--- src/rtl/uart_rx_fifo.sv ---
// uart_rx_fifo: oversampling UART receiver feeding a show-ahead receive FIFO.
//
// Ports:
//   clk          system clock, all logic on the rising edge
//   reset        synchronous active-high reset, clears all state
//   RXD          asynchronous serial input, idle high
//   rd_en        pop the head entry when rd_valid is set
//   rd_data      head entry data (show-ahead)
//   rd_perr      head entry parity error (always 0 without parity)
//   rd_ferr      head entry framing error
//   rd_valid     FIFO not empty
//   fifo_count   number of stored entries
//   overrun      sticky: a completed frame was dropped because the FIFO was full
//   clr_overrun  clears overrun (a same-cycle set wins)
//   busy         receiver is not idle
module uart_rx_fifo #(
    parameter int unsigned CLKS_PER_BIT = 87,
    parameter int unsigned DATA_BITS    = 8,
    parameter int unsigned PARITY       = 0,
    parameter int unsigned STOP_BITS    = 1,
    parameter int unsigned FIFO_DEPTH   = 4
) (
    input  logic                          clk,
    input  logic                          reset,
    input  logic                          RXD,
    input  logic                          rd_en,
    output logic [DATA_BITS-1:0]          rd_data,
    output logic                          rd_perr,
    output logic                          rd_ferr,
    output logic                          rd_valid,
    output logic [$clog2(FIFO_DEPTH):0]   fifo_count,
    output logic                          overrun,
    input  logic                          clr_overrun,
    output logic                          busy
);

    localparam int unsigned CW   = $clog2(CLKS_PER_BIT);
    localparam int unsigned BW   = $clog2(DATA_BITS + 1);
    localparam int unsigned AW   = $clog2(FIFO_DEPTH);
    localparam int unsigned CNTW = AW + 1;
    localparam int unsigned EW   = DATA_BITS + 2;

    localparam logic [CW-1:0] HALF_M1 = CW'(CLKS_PER_BIT / 2 - 1);
    localparam logic [CW-1:0] LAST    = CW'(CLKS_PER_BIT - 1);

    typedef enum logic [2:0] {
        S_IDLE,
        S_START,
        S_DATA,
        S_PARITY,
        S_STOP,
        S_WAIT_IDLE
    } state_t;

    // ---------------- input synchroniser ----------------
    logic [1:0] r_sync;
    logic [1:0] r_sync_vld;
    logic       w_rxs;

    assign w_rxs = r_sync[1];

    // r_sync_vld marks when w_rxs carries a real pin sample rather than the reset value
    always_ff @(posedge clk) begin
        if (reset) begin
            r_sync     <= 2'b11;
            r_sync_vld <= 2'b00;
        end else begin
            r_sync     <= {r_sync[0], RXD};
            r_sync_vld <= {r_sync_vld[0], 1'b1};
        end
    end

    // ---------------- receiver FSM ----------------
    state_t               r_state;
    logic [CW-1:0]        r_cnt;
    logic [BW-1:0]        r_bit;
    logic [DATA_BITS-1:0] r_shift;
    logic                 r_perr;
    logic                 r_ferr;
    logic                 r_armed;
    logic                 r_busy;

    logic                 w_tick;
    logic                 w_frame_done;
    logic                 w_frame_ferr;

    assign w_tick       = (r_cnt == LAST);
    assign w_frame_done = (r_state == S_STOP) && w_tick && (r_bit == BW'(STOP_BITS - 1));
    assign w_frame_ferr = r_ferr | ~w_rxs;

    // Bit timing: start checked at half-bit, then every CLKS_PER_BIT cycles from there
    always_ff @(posedge clk) begin
        if (reset) begin
            r_state <= S_IDLE;
            r_cnt   <= '0;
            r_bit   <= '0;
            r_shift <= '0;
            r_perr  <= 1'b0;
            r_ferr  <= 1'b0;
            r_armed <= 1'b0;
            r_busy  <= 1'b0;
        end else begin
            case (r_state)
                S_IDLE: begin
                    r_cnt <= '0;
                    r_bit <= '0;
                    // after reset, only a line seen high may start a frame
                    if (w_rxs && r_sync_vld[1]) begin
                        r_armed <= 1'b1;
                    end
                    if (!w_rxs && r_armed) begin
                        r_state <= S_START;
                        r_busy  <= 1'b1;
                        r_perr  <= 1'b0;
                        r_ferr  <= 1'b0;
                    end
                end
                S_START: begin
                    if (r_cnt == HALF_M1) begin
                        r_cnt <= '0;
                        if (w_rxs) begin
                            r_state <= S_IDLE;
                            r_busy  <= 1'b0;
                        end else begin
                            r_state <= S_DATA;
                        end
                    end else begin
                        r_cnt <= r_cnt + CW'(1);
                    end
                end
                S_DATA: begin
                    if (w_tick) begin
                        r_cnt   <= '0;
                        r_shift <= {w_rxs, r_shift[DATA_BITS-1:1]};
                        if (r_bit == BW'(DATA_BITS - 1)) begin
                            r_bit   <= '0;
                            r_state <= (PARITY != 0) ? S_PARITY : S_STOP;
                        end else begin
                            r_bit <= r_bit + BW'(1);
                        end
                    end else begin
                        r_cnt <= r_cnt + CW'(1);
                    end
                end
                S_PARITY: begin
                    if (w_tick) begin
                        r_cnt   <= '0;
                        r_perr  <= ((^r_shift) ^ w_rxs) != (PARITY == 2);
                        r_state <= S_STOP;
                    end else begin
                        r_cnt <= r_cnt + CW'(1);
                    end
                end
                S_STOP: begin
                    if (w_tick) begin
                        r_cnt <= '0;
                        if (w_frame_done) begin
                            r_bit <= '0;
                            if (w_rxs) begin
                                r_state <= S_IDLE;
                                r_busy  <= 1'b0;
                            end else begin
                                r_state <= S_WAIT_IDLE;
                            end
                        end else begin
                            r_bit <= r_bit + BW'(1);
                            if (!w_rxs) begin
                                r_ferr <= 1'b1;
                            end
                        end
                    end else begin
                        r_cnt <= r_cnt + CW'(1);
                    end
                end
                S_WAIT_IDLE: begin
                    // a held-low line yields one framing-error entry, not a stream
                    if (w_rxs) begin
                        r_state <= S_IDLE;
                        r_busy  <= 1'b0;
                    end
                end
                default: begin
                    r_state <= S_IDLE;
                    r_busy  <= 1'b0;
                end
            endcase
        end
    end

    // ---------------- receive FIFO ----------------
    logic [EW-1:0]        r_mem [FIFO_DEPTH];
    logic [AW-1:0]        r_wr_ptr;
    logic [AW-1:0]        r_rd_ptr;
    logic [CNTW-1:0]      r_count;
    logic [DATA_BITS-1:0] r_rd_data;
    logic                 r_rd_perr;
    logic                 r_rd_ferr;
    logic                 r_rd_valid;
    logic                 r_overrun;

    logic [EW-1:0]        w_wdata;
    logic                 w_full;
    logic                 w_pop;
    logic                 w_push;
    logic                 w_drop;
    logic [AW-1:0]        w_rd_ptr_n;
    logic [CNTW-1:0]      w_count_n;
    logic [EW-1:0]        w_head_n;

    assign w_wdata    = {r_shift, r_perr, w_frame_ferr};
    assign w_full     = (r_count == CNTW'(FIFO_DEPTH));
    assign w_pop      = rd_en && (r_count != '0);
    assign w_push     = w_frame_done && (!w_full || w_pop);
    assign w_drop     = w_frame_done && w_full && !w_pop;
    assign w_rd_ptr_n = r_rd_ptr + AW'(w_pop);

    // Next head: a write landing in the head slot bypasses the memory
    always_comb begin
        w_count_n = r_count;
        if (w_push && !w_pop) begin
            w_count_n = r_count + CNTW'(1);
        end else if (!w_push && w_pop) begin
            w_count_n = r_count - CNTW'(1);
        end
        w_head_n = r_mem[w_rd_ptr_n];
        if (w_push && (r_wr_ptr == w_rd_ptr_n)) begin
            w_head_n = w_wdata;
        end
    end

    // Storage, pointers and registered show-ahead head
    always_ff @(posedge clk) begin
        if (reset) begin
            for (int i = 0; i < int'(FIFO_DEPTH); i++) begin
                r_mem[i] <= '0;
            end
            r_wr_ptr   <= '0;
            r_rd_ptr   <= '0;
            r_count    <= '0;
            r_rd_data  <= '0;
            r_rd_perr  <= 1'b0;
            r_rd_ferr  <= 1'b0;
            r_rd_valid <= 1'b0;
            r_overrun  <= 1'b0;
        end else begin
            if (w_push) begin
                r_mem[r_wr_ptr] <= w_wdata;
                r_wr_ptr        <= r_wr_ptr + AW'(1);
            end
            r_rd_ptr                            <= w_rd_ptr_n;
            r_count                             <= w_count_n;
            {r_rd_data, r_rd_perr, r_rd_ferr}   <= w_head_n;
            r_rd_valid                          <= (w_count_n != '0);
            if (w_drop) begin
                r_overrun <= 1'b1;
            end else if (clr_overrun) begin
                r_overrun <= 1'b0;
            end
        end
    end

    assign rd_data    = r_rd_data;
    assign rd_perr    = r_rd_perr;
    assign rd_ferr    = r_rd_ferr;
    assign rd_valid   = r_rd_valid;
    assign fifo_count = r_count;
    assign overrun    = r_overrun;
    assign busy       = r_busy;

endmodule

--- config.mk ---
export PLATFORM = sky130hd
export DESIGN_NAME = uart_rx_fifo
export DESIGN_NICKNAME = d
export VERILOG_FILES = /design/src/rtl/uart_rx_fifo.sv
export SDC_FILE = /design/constraint.sdc
export NUM_CORES = 1
export LEC_CHECK = 0
export CAP_MARGIN = 30
export CORE_UTILIZATION = 55
export DETAILED_ROUTE_END_ITERATION = 12
export PLACE_DENSITY = 0.76
export SYNTH_ARGS = -nofsm -noshare
export SYNTH_HDL_FRONTEND = slang
export SYNTH_SLANG_ARGS = --single-unit
export TNS_END_PERCENT = 30
--- constraint.sdc ---
create_clock -name clk -period 7.7 [get_ports clk]
set_clock_uncertainty 0.2 [all_clocks]
set_input_delay 1.54 -clock clk [delete_from_list [all_inputs] [get_ports clk]]
set_output_delay 1.54 -clock clk [all_outputs]
set_load 0.005 [all_outputs]
==> metrics.yaml, run 1 <==
status: "finished clean"
drt-vias-per-instance: 6.11
placed_cell_area_mm2: 0.00491
routed_wirelength_um: 9880
report.power.total_mw: 1.24
regToRegEndpoint: "r_mem[2][3]"
die_x_um: 94.6
timing.final.hold_violations: 0
worst-endpoint-required_ns: 7.51
min_from: "r_sync[0]"
routed_wire_length_per_instance_um: 16.9
placement.setup.worst_slack_ns: 2.89
r2r-start: "r_state[2]"
detail-route-antenna-nets: 0
fin_nets: 486
relSlewSlack: 0.342
yosysWarningCount: 0
fraction_of_final_layout_cells_with_drive_strength_greater_than_1: 0.0879
rr_worst_depth: 5
finalWeightedCongestion: 0.874
period_needed_ns: 4.49
drt_pre_antenna_iters: 5
remaining_drc_errors: 0
routed-wl-met2_um: 4680
dominantRegCellSynth: "sky130_fd_sc_hd__dfxtp_1"
yosys_register_bits: 89
synth.lib_cells_used.distinct: 75
root_buffer: "sky130_fd_sc_hd__clkbuf_8"
timing.reg2reg.setup_slack_ns: 3.96
coreArea_mm2: 0.00826
clk_pin_slew_worst_paths_ns: 0.08
tightestPinTransition_ns: 0.980
hold_path_end: "r_sync[1]"
postLayoutCellArea_mm2: 0.00510
synth.cell_area_mm2: 0.00471
cp.arrival_ns: 4.31
leftover_overflow_at_the_end_of_global_routing: 0
cts.hold.buffers_added: 0
tritoncts.num_buffers: 9
pwr_density_cell_mw_per_mm2: 243
wl_met1_um: 4470
cts_resized: 0
yosys-top-cells-count: "sky130_fd_sc_hd__dfxtp_1, sky130_fd_sc_hd__nor2_1, sky130_fd_sc_hd__edfxtp_1"
totalNegativeSetupSlack_ns: 0
detailed_place_hpwl_um: 7080
synth_enable_flop_cells: 40
syn_area_per_cell_um2: 10.1
finalSetupViolCount: 0
drt_first_iter_violations: 249
cts_sinks: 89
finalCoreUtilization: 0.618
setup_repair_after_global_routing_missed_its_margin: "false"
ioPinCount: 21
layout_worst_path_cycle_share: 0.584
async_flop_share: 0
design.die.area_mm2: 0.00894
met3_wirelength_um: 611
final_max_slew_viol_count: 0
synth_cells: 466
grt_antenna_before_repair: 0
postCtsSetupBuffers: 0
holdPathStages: 1
synth_top_cells_by_area: "sky130_fd_sc_hd__edfxtp_1, sky130_fd_sc_hd__dfxtp_1, sky130_fd_sc_hd__mux2i_1, sky130_fd_sc_hd__nor2_1, sky130_fd_sc_hd__nand2_1"
crit_path_end_kind: "flop"
insertion_delay_ns: 0.36
h-tree-depth: 3
start_util: 0.571
total_leakage_power_nw: 1.66
setup.worst_path.start_class: "input port"
track_usage: 0.235
wire_length_of_the_first_global_routing_pass_um: 16200
die_height_um: 94.6
hold_path_class: "reg -> reg"
vias: 3563
vdd.ir_drop.worst_uv: 93.0
tritoncts: "yes"
synth_most_common_cell: "sky130_fd_sc_hd__dfxtp_1"
synth_top_cell_by_area: "sky130_fd_sc_hd__edfxtp_1"
synth-seq-area-share: 0.463
max-cap-violations: 0
fmax_mhz: 223
setup_slack_ns: 3.21
numPortBuffers: 20
classification_of_the_worst_setup_path: "in -> reg"
clk_path_buf_depth: 2
path_max_fanout: 22
area.growth.synth_to_final_pct: 8.28
highest-signal-layer: "met4"
num_rows: 33
synth_top_cell_area_share: 0.255
maximum_number_of_pins_on_one_net_before_global_route_repair: 50
syn_nets: 479
n_antenna_cell: 0
grt_pass1_vias: 3257
==> sequential cells by signal, indices dropped and copies added (netlist names), 3 cells and up <==
name	flops
fifo_count	3
r_bit	4
r_cnt	7
r_mem	40
r_shift	8
r_state	3
rd_data	8
==> cell type report <==
class,count,area [µm²]
sequential,89,2180
fill,677,3160
tap,105,131
timing repair buffer,23,218
multi-input combinational,326,2290
clock inverter,3,41.3
clock buffer,13,149
inverter,24,90.1
==> critical path, stage by stage <==
cell	delay (ns)
sky130_fd_sc_hd__clkdlybuf4s50_1	0.54
sky130_fd_sc_hd__and3b_1	0.24
sky130_fd_sc_hd__nand2b_1	0.42
sky130_fd_sc_hd__nor4_4	0.86
sky130_fd_sc_hd__nand2_2	0.30
sky130_fd_sc_hd__nand2_1	0.40
==> metal layers <==
metal  track usage  up-vias
li1              -     1716
met3        0.0475       11
met1         0.322     1702
met4        0.0770        0
met2         0.373      134
met5             0        -
==> cells in the final DEF, fill, tap and decap left out, types with 4 or more instances in the layout <==
master	count
sky130_fd_sc_hd__nor4_1	12
sky130_fd_sc_hd__ha_1	8
sky130_fd_sc_hd__xnor2_1	13
sky130_fd_sc_hd__nor2b_1	6
sky130_fd_sc_hd__a31oi_1	4
sky130_fd_sc_hd__nand2_1	38
sky130_fd_sc_hd__or2_2	4
sky130_fd_sc_hd__nand3_1	11
sky130_fd_sc_hd__o21ai_0	13
sky130_fd_sc_hd__a21oi_1	20
sky130_fd_sc_hd__and2_1	12
sky130_fd_sc_hd__mux2i_1	32
sky130_fd_sc_hd__nor2_1	41
sky130_fd_sc_hd__o2bb2ai_1	9
sky130_fd_sc_hd__o21ai_1	10
sky130_fd_sc_hd__nor3_1	5
sky130_fd_sc_hd__clkbuf_8	10
sky130_fd_sc_hd__a221oi_1	11
sky130_fd_sc_hd__and3_1	13
sky130_fd_sc_hd__dfxtp_1	49
sky130_fd_sc_hd__edfxtp_1	40
sky130_fd_sc_hd__inv_1	24
sky130_fd_sc_hd__clkdlybuf4s50_1	19
==> through the flow <==
stage | hold WS (ns) | cells
after detailed placement | 0.196 | 567
final | 0.215 | 583
after CTS | 0.216 | 583
after global placement | 0.193 | 567
after floorplan | 0.189 | 466
after global routing | 0.243 | 583
==> cells by family (layout without fill, tap and decap cells) <==
group / Yosys count / after routing / synth area share
buffers and inverters: 51 / 63 / 0.0523
DFF: 89 / 89 / 0.463
and+or+nand+nor: 172 / 172 / 0.213
xor gates and xnor gates: 17 / 17 / 0.0345
muxes: 33 / 33 / 0.0704
adders and majority gates: 8 / 8 / 0.0212
AOI/OAI and AO/OA: 96 / 96 / 0.145
==> report_power, final <==
part	switching, mW	internal (mW)
Sequential	0.0279	0.538
Clock	0.160	0.158
Combinational	0.181	0.173
==> worst max-delay path by stage <==
stage / startpoint / end / depth (start not counted)
2_1_floorplan: rd_en / rd_ferr / 9
3_3_place_gp: rd_en / r_mem[2][2] / 6
3_5_place_dp: rd_en / r_mem[2][5] / 6
4_1_cts: rd_en / r_mem[2][3] / 6
5_1_grt: rd_en / r_mem[2][2] / 6
6_report: rd_en / r_mem[2][3] / 6
(Power assumes the default switching activity.)
==> inputs of run 2 (changes only) <==
- clock period: 7.7 -> 4.5 ns (I/O delays scaled with it)
==> run 2 against run 1 <==
Die area did not move. Setup slack got worse by 2.1 ns. Clock power rose by 110%. Final cell count rose by 0.34%. Largest power group unchanged. Power rose by 80%. Critical path depth rose by 3. Critical endpoint is now rd_data[4]. Largest cell class unchanged.
==> metrics.yaml, run 2 (same netlist as run 1, synthesis figures left out) <==
vias: 3554
crit_buf_inv: 3
timing.critical_path.depth: 9
start_util: 0.571
grt_antenna_before_repair: 0
layout_worst_path_cycle_share: 0.764
h-tree-depth: 3
finalWeightedCongestion: 0.884
max-cap-violations: 0
fin_nets: 488
clk_pin_slew_worst_paths_ns: 0.08
worst-endpoint-required_ns: 4.59
finalSetupViolCount: 0
critPathSlowestCell: "sky130_fd_sc_hd__ha_1"
cts_sinks: 89
rr_worst_depth: 11
fmax_mhz: 291
status: "finished clean"
crit_path_end_kind: "flop"
cts_resized: 0
leftover_overflow_at_the_end_of_global_routing: 0
crit_chain: "clkdlybuf4s50_1 -> o21ai_0 -> inv_1 -> ha_1 -> nand2_1 -> inv_1 -> nand2_1 -> o2bb2a_4 -> o21ai_1"
regMostFlops: "r_mem"
crit_family: "adder cells"
timing.reg2reg.setup_slack_ns: 1.18
most-common-layout-cells: "sky130_fd_sc_hd__dfxtp_1, sky130_fd_sc_hd__nor2_1, sky130_fd_sc_hd__edfxtp_1"
num_rows: 33
die_height_um: 94.6
tritoncts: "yes"
detail-route-antenna-nets: 0
numPortBuffers: 20
path_max_fanout: 15
layout_commonest_cell: "sky130_fd_sc_hd__dfxtp_1"
insertion_delay_ns: 0.36
postCtsSetupBuffers: 0
totalNegativeSetupSlack_ns: 0
relSlewSlack: 0.341
fraction_of_final_layout_cells_with_drive_strength_greater_than_1: 0.0958
design.die.area_mm2: 0.00894
classification_of_the_worst_setup_path: "in -> reg"
die_x_um: 94.6
wire_length_of_the_first_global_routing_pass_um: 16400
ioPinCount: 21
drt-vias-per-instance: 6.08
setup_repair_after_global_routing_missed_its_margin: "false"
pwr_density_cell_mw_per_mm2: 432
tightestPinTransition_ns: 0.981
setup.worst_path.start_class: "input port"
report.power.total_mw: 2.23
cp.arrival_ns: 3.53
track_usage: 0.236
detailed_place_hpwl_um: 7030
holdPathStages: 1
period_needed_ns: 3.44
grt_pass1_vias: 3325
hold_path_class: "reg -> reg"
n_antenna_cell: 0
drt_pre_antenna_iters: 7
maximum_number_of_pins_on_one_net_before_global_route_repair: 40
drt_first_iter_violations: 196
tritoncts.num_buffers: 9
remaining_drc_errors: 0
max_stage_delay_ns: 0.78
root_buffer: "sky130_fd_sc_hd__clkbuf_8"
final_max_slew_viol_count: 0
total_leakage_power_nw: 1.70
area.growth.synth_to_final_pct: 9.56
cts.hold.buffers_added: 0
routed_wirelength_um: 9900
coreArea_mm2: 0.00826
routed_wire_length_per_instance_um: 16.9
vdd.ir_drop.worst_uv: 165
largest_reg_flops: 40
clk_path_buf_depth: 2
timing.final.hold_violations: 0
==> run 2: final cells by class <==
| cell class | instances | area [µm²] |
|---|---|---|
| timing repair buffer | 25 | 233 |
| sequential | 89 | 2180 |
| clock inverter | 5 | 104 |
| tap | 105 | 131 |
| inverter | 24 | 90.1 |
| clock buffer | 11 | 131 |
| multi-input combinational | 326 | 2290 |
| fill | 677 | 3100 |
==> run 2: final timing paths <==
path                                    start         end
worst min-delay path                r_sync[0]   r_sync[1]
worst min register to register      r_sync[0]   r_sync[1]
worst max-delay path                    rd_en  rd_data[4]
worst max register to register  fifo_count[0]  rd_data[4]
==> run 2: power by group <==
group | internal (mW) | switching, mW
logic | 0.296 | 0.315
clock network | 0.370 | 0.282
registers | 0.921 | 0.0465
==> run 2: layer usage <==
metal	share of wire	track usage	vias to the layer above
li1	-	-	1729
met5	0	0	-
met1	0.46	0.320	1683
met3	0.049	0.0306	17
met2	0.47	0.383	125
met4	0.019	0.0884	0
==> run 2: stage by stage <==
stage	hold slack, ns	utilization	setup slack, ns	cell area (µm²)	instances
CTS	0.215	0.625	1.12	5160	585
detailed placement	0.194	0.597	0.763	4930	569
global placement	0.193	0.597	0.867	4930	569
floorplan	0.189	-	1.65	4710	466
global route	0.234	0.625	0.869	5160	585
finish	0.214	0.625	1.06	5160	585
